<file path="src/rtl/lcd5110_pkg.sv">
// Shared types and constants for the PCD8544 (Nokia 5110) LCD front-end.
package lcd5110_pkg;

    typedef enum logic [2:0] {
        RST_LOW,
        RST_WAIT,
        INIT,
        IDLE,
        ADDR,
        FRAME,
        DONE
    } lcd_state_e;

    localparam logic [7:0] CMD_FUNC_EXT    = 8'h21;
    localparam logic [7:0] CMD_VOP         = 8'hB1;
    localparam logic [7:0] CMD_TEMP        = 8'h04;
    localparam logic [7:0] CMD_BIAS        = 8'h14;
    localparam logic [7:0] CMD_FUNC_BASIC  = 8'h20;
    localparam logic [7:0] CMD_DISP_NORMAL = 8'h0C;
    localparam logic [7:0] CMD_SET_X0      = 8'h80;
    localparam logic [7:0] CMD_SET_Y0      = 8'h40;

    localparam int INIT_BYTES  = 6;
    localparam int FRAME_BYTES = 504;

    function automatic logic [7:0] init_cmd(input logic [2:0] i);
        case (i)
            3'd0:    return CMD_FUNC_EXT;
            3'd1:    return CMD_VOP;
            3'd2:    return CMD_TEMP;
            3'd3:    return CMD_BIAS;
            3'd4:    return CMD_FUNC_BASIC;
            default: return CMD_DISP_NORMAL;
        endcase
    endfunction

endpackage

</file>
<file path="src/rtl/spi_byte_tx.sv">
// One-byte SPI mode-0 transmitter: sce framing, MSB first, CLK_DIV-cycle half periods,
// CLK_DIV-cycle sce-high gap after each byte.
module spi_byte_tx #(
    parameter int CLK_DIV = 16
) (
    input  logic       clk,
    input  logic       rst_n,
    input  logic       start,
    input  logic [7:0] byte_in,
    input  logic       dc_in,
    output logic       busy,
    output logic       byte_done,
    output logic       sce,
    output logic       dc,
    output logic       mosi,
    output logic       sck
);
    localparam int DW = (CLK_DIV > 1) ? $clog2(CLK_DIV) : 1;
    localparam logic [DW-1:0] DIV_LAST = DW'(CLK_DIV - 1);

    logic [DW-1:0] div_cnt;
    logic [3:0]    half_cnt;
    logic [7:0]    shreg;
    logic          active;
    logic          gap;
    logic          div_wrap;

    assign div_wrap  = (div_cnt == DIV_LAST);
    // The last gap cycle already accepts the next byte so slots pack back to back.
    assign byte_done = gap & div_wrap;
    assign busy      = active & ~byte_done;

    always_ff @(posedge clk or negedge rst_n) begin
        if (!rst_n) begin
            active   <= 1'b0;
            gap      <= 1'b0;
            div_cnt  <= '0;
            half_cnt <= '0;
            shreg    <= '0;
            sce      <= 1'b1;
            dc       <= 1'b0;
            mosi     <= 1'b0;
            sck      <= 1'b0;
        end else if (start && !busy) begin
            active   <= 1'b1;
            gap      <= 1'b0;
            div_cnt  <= '0;
            half_cnt <= '0;
            shreg    <= byte_in;
            sce      <= 1'b0;
            dc       <= dc_in;
            mosi     <= byte_in[7];
            sck      <= 1'b0;
        end else if (active) begin
            if (div_wrap) begin
                div_cnt <= '0;
                if (gap) begin
                    active <= 1'b0;
                    gap    <= 1'b0;
                end else if (half_cnt == 4'd15) begin
                    sck <= 1'b0;
                    sce <= 1'b1;
                    gap <= 1'b1;
                end else begin
                    half_cnt <= half_cnt + 4'd1;
                    sck      <= ~sck;
                    // mosi advances only on falling sck
                    if (sck) begin
                        mosi  <= shreg[6];
                        shreg <= {shreg[6:0], 1'b0};
                    end
                end
            end else begin
                div_cnt <= div_cnt + 1'b1;
            end
        end
    end

endmodule

</file>
<file path="src/rtl/draw_with_switches.sv">
// Nokia 5110 front-end: LCD reset/init sequence, then a full 504-byte frame
// patterned from the switches on each accepted draw edge.
module draw_with_switches
    import lcd5110_pkg::*;
#(
    parameter int CLK_DIV         = 16,
    parameter int RST_LOW_CYCLES  = 10000,
    parameter int RST_WAIT_CYCLES = 10000
) (
    input  logic        clk,
    input  logic        rst_n,
    input  logic [15:0] switches,
    input  logic        draw,
    output logic        done,
    output logic        rst_lcd,
    output logic        sce,
    output logic        dc,
    output logic        mosi,
    output logic        sck
);
    localparam int DLY_MAX = (RST_LOW_CYCLES > RST_WAIT_CYCLES) ? RST_LOW_CYCLES : RST_WAIT_CYCLES;
    localparam int CW      = $clog2(DLY_MAX + 1);

    lcd_state_e       state, state_nxt;
    logic [CW-1:0]    dly_cnt, dly_nxt;
    logic [8:0]       idx, idx_nxt;
    logic [1:0]       draw_sync;
    logic             draw_prev;
    logic [1:0][15:0] sw_sync;
    logic [15:0]      pattern;
    logic             draw_rise;
    logic             tx_start, tx_busy, tx_done, tx_dc;
    logic [7:0]       tx_byte;

    assign draw_rise = draw_sync[1] & ~draw_prev;

    always_ff @(posedge clk or negedge rst_n) begin
        if (!rst_n) begin
            draw_sync <= '0;
            draw_prev <= 1'b0;
            sw_sync   <= '0;
            pattern   <= '0;
        end else begin
            draw_sync <= {draw_sync[0], draw};
            draw_prev <= draw_sync[1];
            sw_sync   <= {sw_sync[0], switches};
            if (state == IDLE && draw_rise)
                pattern <= sw_sync[1];
        end
    end

    always_ff @(posedge clk or negedge rst_n) begin
        if (!rst_n) begin
            state   <= RST_LOW;
            dly_cnt <= '0;
            idx     <= '0;
            rst_lcd <= 1'b0;
            done    <= 1'b0;
        end else begin
            state   <= state_nxt;
            dly_cnt <= dly_nxt;
            idx     <= idx_nxt;
            rst_lcd <= (state_nxt != RST_LOW);
            done    <= (state_nxt == DONE);
        end
    end

    // Byte phases advance on tx_done; idx counts bytes within the current phase.
    always_comb begin
        state_nxt = state;
        dly_nxt   = dly_cnt;
        idx_nxt   = idx;
        case (state)
            RST_LOW:
                if (dly_cnt == CW'(RST_LOW_CYCLES - 1)) begin
                    state_nxt = RST_WAIT;
                    dly_nxt   = '0;
                end else begin
                    dly_nxt = dly_cnt + 1'b1;
                end
            RST_WAIT:
                if (dly_cnt == CW'(RST_WAIT_CYCLES - 1)) begin
                    state_nxt = INIT;
                    dly_nxt   = '0;
                end else begin
                    dly_nxt = dly_cnt + 1'b1;
                end
            INIT:
                if (tx_done) begin
                    if (idx == 9'(INIT_BYTES - 1)) begin
                        state_nxt = IDLE;
                        idx_nxt   = '0;
                    end else begin
                        idx_nxt = idx + 9'd1;
                    end
                end
            IDLE:
                if (draw_rise)
                    state_nxt = ADDR;
            ADDR:
                if (tx_done) begin
                    if (idx == 9'd1) begin
                        state_nxt = FRAME;
                        idx_nxt   = '0;
                    end else begin
                        idx_nxt = idx + 9'd1;
                    end
                end
            FRAME:
                if (tx_done) begin
                    if (idx == 9'(FRAME_BYTES - 1)) begin
                        state_nxt = DONE;
                        idx_nxt   = '0;
                    end else begin
                        idx_nxt = idx + 9'd1;
                    end
                end
            DONE:
                state_nxt = IDLE;
            default:
                state_nxt = RST_LOW;
        endcase
    end

    // Next byte is chosen from the upcoming state/index so it launches in the
    // same cycle the previous slot ends.
    always_comb begin
        tx_byte  = 8'h00;
        tx_dc    = 1'b0;
        tx_start = 1'b0;
        case (state_nxt)
            INIT: begin
                tx_byte  = init_cmd(idx_nxt[2:0]);
                tx_start = ~tx_busy;
            end
            ADDR: begin
                tx_byte  = idx_nxt[0] ? CMD_SET_Y0 : CMD_SET_X0;
                tx_start = ~tx_busy;
            end
            FRAME: begin
                tx_byte  = idx_nxt[0] ? pattern[7:0] : pattern[15:8];
                tx_dc    = 1'b1;
                tx_start = ~tx_busy;
            end
            default: ;
        endcase
    end

    spi_byte_tx #(
        .CLK_DIV (CLK_DIV)
    ) u_tx (
        .clk       (clk),
        .rst_n     (rst_n),
        .start     (tx_start),
        .byte_in   (tx_byte),
        .dc_in     (tx_dc),
        .busy      (tx_busy),
        .byte_done (tx_done),
        .sce       (sce),
        .dc        (dc),
        .mosi      (mosi),
        .sck       (sck)
    );

endmodule

</file>
<file path="config.mk">
export PLATFORM = sky130hd
export DESIGN_NAME = draw_with_switches
export DESIGN_NICKNAME = d
export VERILOG_FILES = /design/src/rtl/lcd5110_pkg.sv /design/src/rtl/spi_byte_tx.sv /design/src/rtl/draw_with_switches.sv
export SDC_FILE = /design/constraint.sdc
export NUM_CORES = 1
export LEC_CHECK = 0
export BUFFER_PORTS_ARGS = -buffer_cell sky130_fd_sc_hd__buf_2
export CORE_UTILIZATION = 30
export CTS_CLUSTER_DIAMETER = 100
export CTS_CLUSTER_SIZE = 30
export DETAILED_ROUTE_END_ITERATION = 10
export GPL_TIMING_DRIVEN = 0
export PLACE_DENSITY = 0.57
export SLEW_MARGIN = 15
export SYNTH_ARGS = -nofsm -noshare
export SYNTH_HDL_FRONTEND = slang
export SYNTH_SLANG_ARGS = --single-unit
export TNS_END_PERCENT = 10
</file>
<file path="constraint.sdc">
create_clock -name clk -period 2.23 [get_ports clk]
set_input_delay 0 -clock clk [delete_from_list [all_inputs] [get_ports clk]]
set_output_delay 0 -clock clk [all_outputs]
set_load 0.05 [all_outputs]
</file>
# [Word-level counts from Yosys, hierarchy flattened]
# Index checks and enable logic that the tools add are counted.
[word_totals] output_inout_bits=6 in_bits=19 elab_cells=138 ff_bits=100
[op_classes] n_eq_ne=25 n_addsub=4 n_bitwise=7 n_reduce_logical=19 muxes=63
[ops] cell="$mux 9" n=6
[ops] cell="$mux 7" n=6
[ops] cell="$pmux 8 s5" n=1
[ops] cell="$mux 4" n=8
[ops] cell="$mux 1" n=27
[ops] cell="$mux 3" n=9
[ops] cell="$pmux 9 s3" n=1
[ops] cell="$pmux 8 s3" n=1
[ops] cell="$eq 3x3->1 const B" n=7
[ops] cell="$pmux 3 s7" n=1
[ops] cell="$mux 8" n=2
[ops] cell="$eq 3x2->1 const B" n=5
[ops] cell="$add 14x1->14 const B" n=1
[ops] cell="$eq 14x14->1 const B" n=1
[ops] cell="$mux 14" n=1
[ops] cell="$reduce_and 4->1" n=3
[ops] cell="$add 9x1->9 const B" n=1
[ops] cell="$eq 9x1->1 const B" n=1
[ops] cell="$eq 9x3->1 const B" n=1
[ops] cell="$eq 9x9->1 const B" n=1
[ops] cell="$add 4x1->4 const B" n=2
[ops] cell="$eq 4x4->1 const B" n=2
[ops] cell="$ne 2x1->1 const B" n=4
[ops] cell="$reduce_bool 2->1" n=4
[ops] cell="other kinds (13)" n=22

# [Longest topological paths before layout]
[depth] depth_word=10 ltp_mapped=11 mapped_depth_nobuf=10

# [Modules after synthesis]
# Synthesis repeated with hierarchy kept, for this count alone.
[hier_totals] cells_unflattened=367 area_unflattened_um2=4431.8
[modules_own_cells] mod="draw_with_switches" cells_per_inst=274 area_each_um2=3344.5 seq_area_each_um2=1976.9 n_inst=1
[modules_own_cells] mod="spi_byte_tx" cells_per_inst=93 area_each_um2=1087.3 seq_area_each_um2=526.8 n_inst=1

# [Worst setup path before layout]
# Ideal clock, no wire load.
[synth_timing] path_type="reg-to-reg" start="reg u_tx.div_cnt[0]" end="reg u_tx.mosi" setup_slack_ns=-0.165 t_arrival_ns=2.268 stages_incl_launch_ff=12 required_ns=2.103 cell_sequence="dfrtp_1 > ha_1 > nand4_1 > buf_2 > nor2_1 > a32oi_1 > a21oi_2 > a22o_1 > a21o_1 > buf_6 > nand2_1 > o31ai_1"
[synth_via] elab_chain_len=10 elab_cells_between_ends=36 cone_classes="eq/ne: 10; mux: 14; bitwise: 4; reduce/logical: 8"
[synth_lines] item="start, declared" line="spi_byte_tx.sv:21" rtl="logic [DW-1:0] div_cnt;"
[synth_lines] item="start signal, assigned" line="spi_byte_tx.sv:74" rtl="div_cnt <= div_cnt + 1'b1;"
[synth_lines] item="$eq 4x4->1 (*)" line="spi_byte_tx.sv:28" rtl="assign div_wrap = (div_cnt == DIV_LAST);"
[synth_lines] item="$and 1x1->1" line="spi_byte_tx.sv:30" rtl="assign byte_done = gap & div_wrap;"
[synth_lines] item="$mux 3 (on tied branches)" line="draw_with_switches.sv:110, draw_with_switches.sv:89, draw_with_switches.sv:101"
[synth_lines] item="$pmux 3 s7" line="draw_with_switches.sv:73" rtl="case (state)"
[synth_lines] item="$eq 3x2->1 or $eq 3x3->1 (tied branches)" line="draw_with_switches.sv:131" rtl="case (state_nxt)"
[synth_lines] item="$reduce_or 3->1 (no source line)"
[synth_lines] item="$mux 1"
[synth_lines] item="$logic_and 1x1->1" line="spi_byte_tx.sv:44" rtl="end else if (start && !busy) begin"
[synth_lines] item="$ne 2x2->1 (no source line) (tied with other cells)"
[synth_lines] item="$reduce_and 5->1 (no source line)"
[synth_lines] item="end signal, assigned" line="spi_byte_tx.sv:52" rtl="mosi <= byte_in[7];"
[synth_lines] item="end signal, assigned" line="spi_byte_tx.sv:69" rtl="mosi <= shreg[6];"
[synth_lines] item="end, declared" line="spi_byte_tx.sv:15" rtl="output logic mosi,"
# Every way passes the cells marked *; elsewhere a longest branch is shown, timed or not. The select of a mux whose other input is x is not followed.
# A chain may end at the register's enable or synchronous reset.

# [Worst setup path after layout]
[layout_timing] start="reg idx[1]" end="reg u_tx.mosi"
[layout_via] elab_chain_len=10 elab_cells_between_ends=40 cone_classes="add/sub: 1; eq/ne: 12; mux: 20; reduce/logical: 7"
[layout_lines] item="start, declared" line="draw_with_switches.sv:26" rtl="logic [8:0] idx, idx_nxt;"
[layout_lines] item="start signal, assigned" line="draw_with_switches.sv:62" rtl="idx <= idx_nxt;"
[layout_lines] item="parallel branches: the longest is 10 deep, another holds $add 9x1->9"
# Parallel ways; which one is timed is not known. The select of a mux whose other input is x is not followed.

==> metrics list <==
- Cell Rows: 43
* Met1 global-route usage: 16.9%
- Met3 capacity usage during global routing: 4.59%
- For this run, design rule violations remaining after detail routing come to 0.
- Starting utilization of the core area: 30.9%
- Area grow syn2layout: 32.8%
- Final Hold Vio Count: 0
- TritonCTS created 9 clock buffers.
* Syn Nets: 387
- NumNets Final: 475
- The post-route netlist has 32.0% of its cells at a drive strength greater than 1.
- Hold slack: 67.4 ps
- Floorplan die width: 122 um
- Tightest Pin Transition: 645 ps
- Data on the critical path is required at its endpoint by 2470 ps.
* Maximum number of pins on one net before global-route repair: 78
- Power Density: 654 mW/mm^2
- Most frequent cells in the layout: sky130_fd_sc_hd__dfrtp_1, sky130_fd_sc_hd__buf_4, sky130_fd_sc_hd__nand2_1, sky130_fd_sc_hd__buf_2, sky130_fd_sc_hd__nor2_1
- For met2 alone, demand over resource in global routing was 20.1%.
- Across all layers, the routed design uses 3,024 vias.
- Max_cap viols: 0
- Number of diodes added for antenna fixing: 0
- Number of sinks handled by clock tree synthesis: 100
* Gr ovfl total: 0
* Core area: 0.0140 sq mm
- The worst setup path is captured at a register.
- The tree is rooted in a sky130_fd_sc_hd__clkbuf_16.
* Cell variety after synth: 62
- Counting flops and latches in the post-synthesis netlist gives 100.
- The synthesized netlist occupies a cell area of 0.00432 sq mm.
- Latest clock arrival within the worst-skew pair: 350 ps
* Arrival time at the worst endpoint: 2720 ps
- From bottom edge to top edge, the die measures 122 um.
* Setup WS post-layout: -257 ps
- The first global-routing pass estimated 14.9 mm of wire.
- Portion of the clock cycle consumed by the worst path in the final layout: 112%
- Once detail routing completed, the nets flagged for antenna violations numbered 0.
- Input/output buffers: 24
- Synth top area share: 57.3%
- Cell Area, Placed: 0.00474 sq mm
- The largest total area in the synthesized netlist belongs to sky130_fd_sc_hd__dfrtp_1.
* Violated checks: negative setup slack
* Worst hold path class: primary input to asynchronous set/reset pin
- Outcome: finished, violations left
- Counting flops with a built-in enable in the synthesized netlist gives 0.
- Headroom to the max-slew limit: 56.7%
* Full die area: 0.0149 sq mm
- Initial DRT Pass Iterations: 4
- Global-route layer with the greatest usage: met2
* Pleak: 0.00253 uW
* Worst-case setup slack after placement: -656 ps
- The clock passes through at most 2 buffers.
- Setup repair after global routing could not meet its margin everywhere.
* Mapped Cells: 363
* Max Transition Viols Final: 0
* Fin Clk Skew: 6.12 ps
* Startpoint type of the worst setup path: register
* Per-cell routed wire length: 13.4 um
* Number of synthesis warnings: 0
- Final setup violating endpoints: 16
- In the synthesized netlist the dominant register cell turns out to be sky130_fd_sc_hd__dfrtp_1.
* Fraction of synthesis flops using an asynchronous set or reset pin: 100%
- After synthesis, flip-flops and latches occupy 57.9% of the total area.
- Maximum ir drop on the vdd rail: 0.788 mV
- Timing would allow up to 0.402 GHz.
* CP Max Fanout: 10
* CTS tree: built
- Largest cells by area after synthesis: sky130_fd_sc_hd__dfrtp_1, sky130_fd_sc_hd__mux2_2, sky130_fd_sc_hd__nand2_1, sky130_fd_sc_hd__o21ai_0, sky130_fd_sc_hd__mux2i_1
* Antenna violations before repair: 0
- Gpl congestion: 0.805
- Average footprint of a synthesized cell: 11.9 sq um
* Final critical delay including setup and external delays: 2490 ps
- Wirelength, routed: 8.52 mm
- At the end of the flow the core is filled with cells to 41.1%.
- The clock tree synthesis step divided the H-tree into 3 levels.
* Post-DR vias/cell: 4.75
- Summed over all nets, the half-perimeter wirelength after detailed placement is 5.50 mm.
- 25 I/O pins were placed.
* Category of the critical setup timing path: register to register
- Final non-filler cell area: 0.00574 sq mm
- For this block, the initial DRC count from the detailed router was 195.
- The via count of the first global-routing pass is 3,103.
- In the global route stage, overall resource usage came out at 12.9%.
- The library cell used most frequently in the layout, excluding fill and tap cells, is sky130_fd_sc_hd__dfrtp_1.
* CTS clk-pin slew, worst paths: 70 ps
==> registers in the layout, summed over array words and instances, names as in the netlist, 2 cells and up <==
signal / cells
pattern: 16
dly_cnt: 14
u_tx.half_cnt: 4
idx: 9
u_tx.div_cnt: 4
u_tx.shreg: 7
state: 3
draw_sync: 2
sw_sync: 32
==> per-layer routing <==
metal	routed length (um)	up-vias	share of wire (%)
met2	4050	43	48
li1	-	1489	-
met1	4110	1486	48
met4	52	0	0.61
met3	298	6	3.5
met5	0	-	0
==> timing repair <==
action / CTS / global route
endpoints found under the setup margin: 19 / 23
cloned: 1 / 0
pin swaps: 19 / 12
hold endpoints to repair: 116 / 0
buffers inserted: 25 / 10
resized for setup: 29 / 10
hold buffers: 18 / 0
==> stage by stage <==
| step | TNS (ps) | total power, uW | cells |
|---|---|---|---|
| after floorplan | -307 | 1890 | 363 |
| after detailed placement | -7810 | 1950 | 568 |
| after global routing | -4840 | 3910 | 636 |
| final | -2850 | 3760 | 636 |
| after CTS | -2230 | 3820 | 628 |
| after global placement | -7220 | 1940 | 567 |
==> where the power goes <==
part,total [uW],internal (uW),switching [uW]
clock,1820,1120,707
sequential,1850,1840,7.62
combinational,80.4,38.1,42.3
==> cell usage after synthesis (all sizes together) (5+ instances only) <==
cell / n
a211oi: 5
a21o: 5
a21oi: 16
buf: 9
dfrtp: 99
ha: 5
inv: 8
mux2: 16
mux2i: 8
nand2: 33
nand2b: 5
nand3: 15
nand4: 5
nor2: 19
nor2b: 6
nor3: 8
o21ai: 24
o31ai: 7
xnor2: 9
xor2: 8
==> path summary, 6_finish.rpt <==
path	start	endpoint	slack, ps	cells past startpoint
worst max-delay path	idx[1]$_DFF_PN0_	u_tx.mosi$_DFFE_PN0P_	-260	13
min in group clk	switches[4]	sw_sync[4]$_DFF_PN0_	290	2
worst min register to register	sw_sync[6]$_DFF_PN0_	sw_sync[22]$_DFF_PN0_	350	0
max in group asynchronous	rst_n	u_tx.sce$_DFFE_PN1P_	1510	3
worst min-delay path	rst_n	dly_cnt[4]$_DFFE_PN0P_	70	2
worst max register to register	idx[1]$_DFF_PN0_	u_tx.mosi$_DFFE_PN0P_	-260	13
==> final cells by class <==
type	count	area [sq um]
multi-input combinational	242	1920
clock buffer	9	225
sequential	100	2510
buffer	13	97.6
clock inverter	7	130
tap	180	225
inverter	8	30.0
timing repair buffer	77	609
fill	1338	8240
==> kinds of logic after synthesis <==
group / count (synthesis) / synth area share, %
AO/OA/AOI/OAI: 78 / 12.8
AND/OR/NAND/NOR: 118 / 16.0
multiplexers: 24 / 6.02
adder cells (fa/ha/maj): 5 / 1.45
flip-flops: 100 / 57.9
XOR/XNOR: 17 / 3.44
buffers and inverters: 21 / 2.43
==> critical path, stage by stage (launching register included) <==
cell and delay (ps):
sky130_fd_sc_hd__dfrtp_1 390, sky130_fd_sc_hd__inv_1 60, sky130_fd_sc_hd__ha_2 170, sky130_fd_sc_hd__nor4b_4 120
sky130_fd_sc_hd__buf_4 170, sky130_fd_sc_hd__and2_4 150, sky130_fd_sc_hd__a32oi_4 330, sky130_fd_sc_hd__a21oi_4 100
sky130_fd_sc_hd__buf_6 140, sky130_fd_sc_hd__a22o_4 260, sky130_fd_sc_hd__a21o_4 220, sky130_fd_sc_hd__buf_6 140
sky130_fd_sc_hd__nand2_1 60, sky130_fd_sc_hd__o31ai_1 60
(Power assumes the default switching activity.)
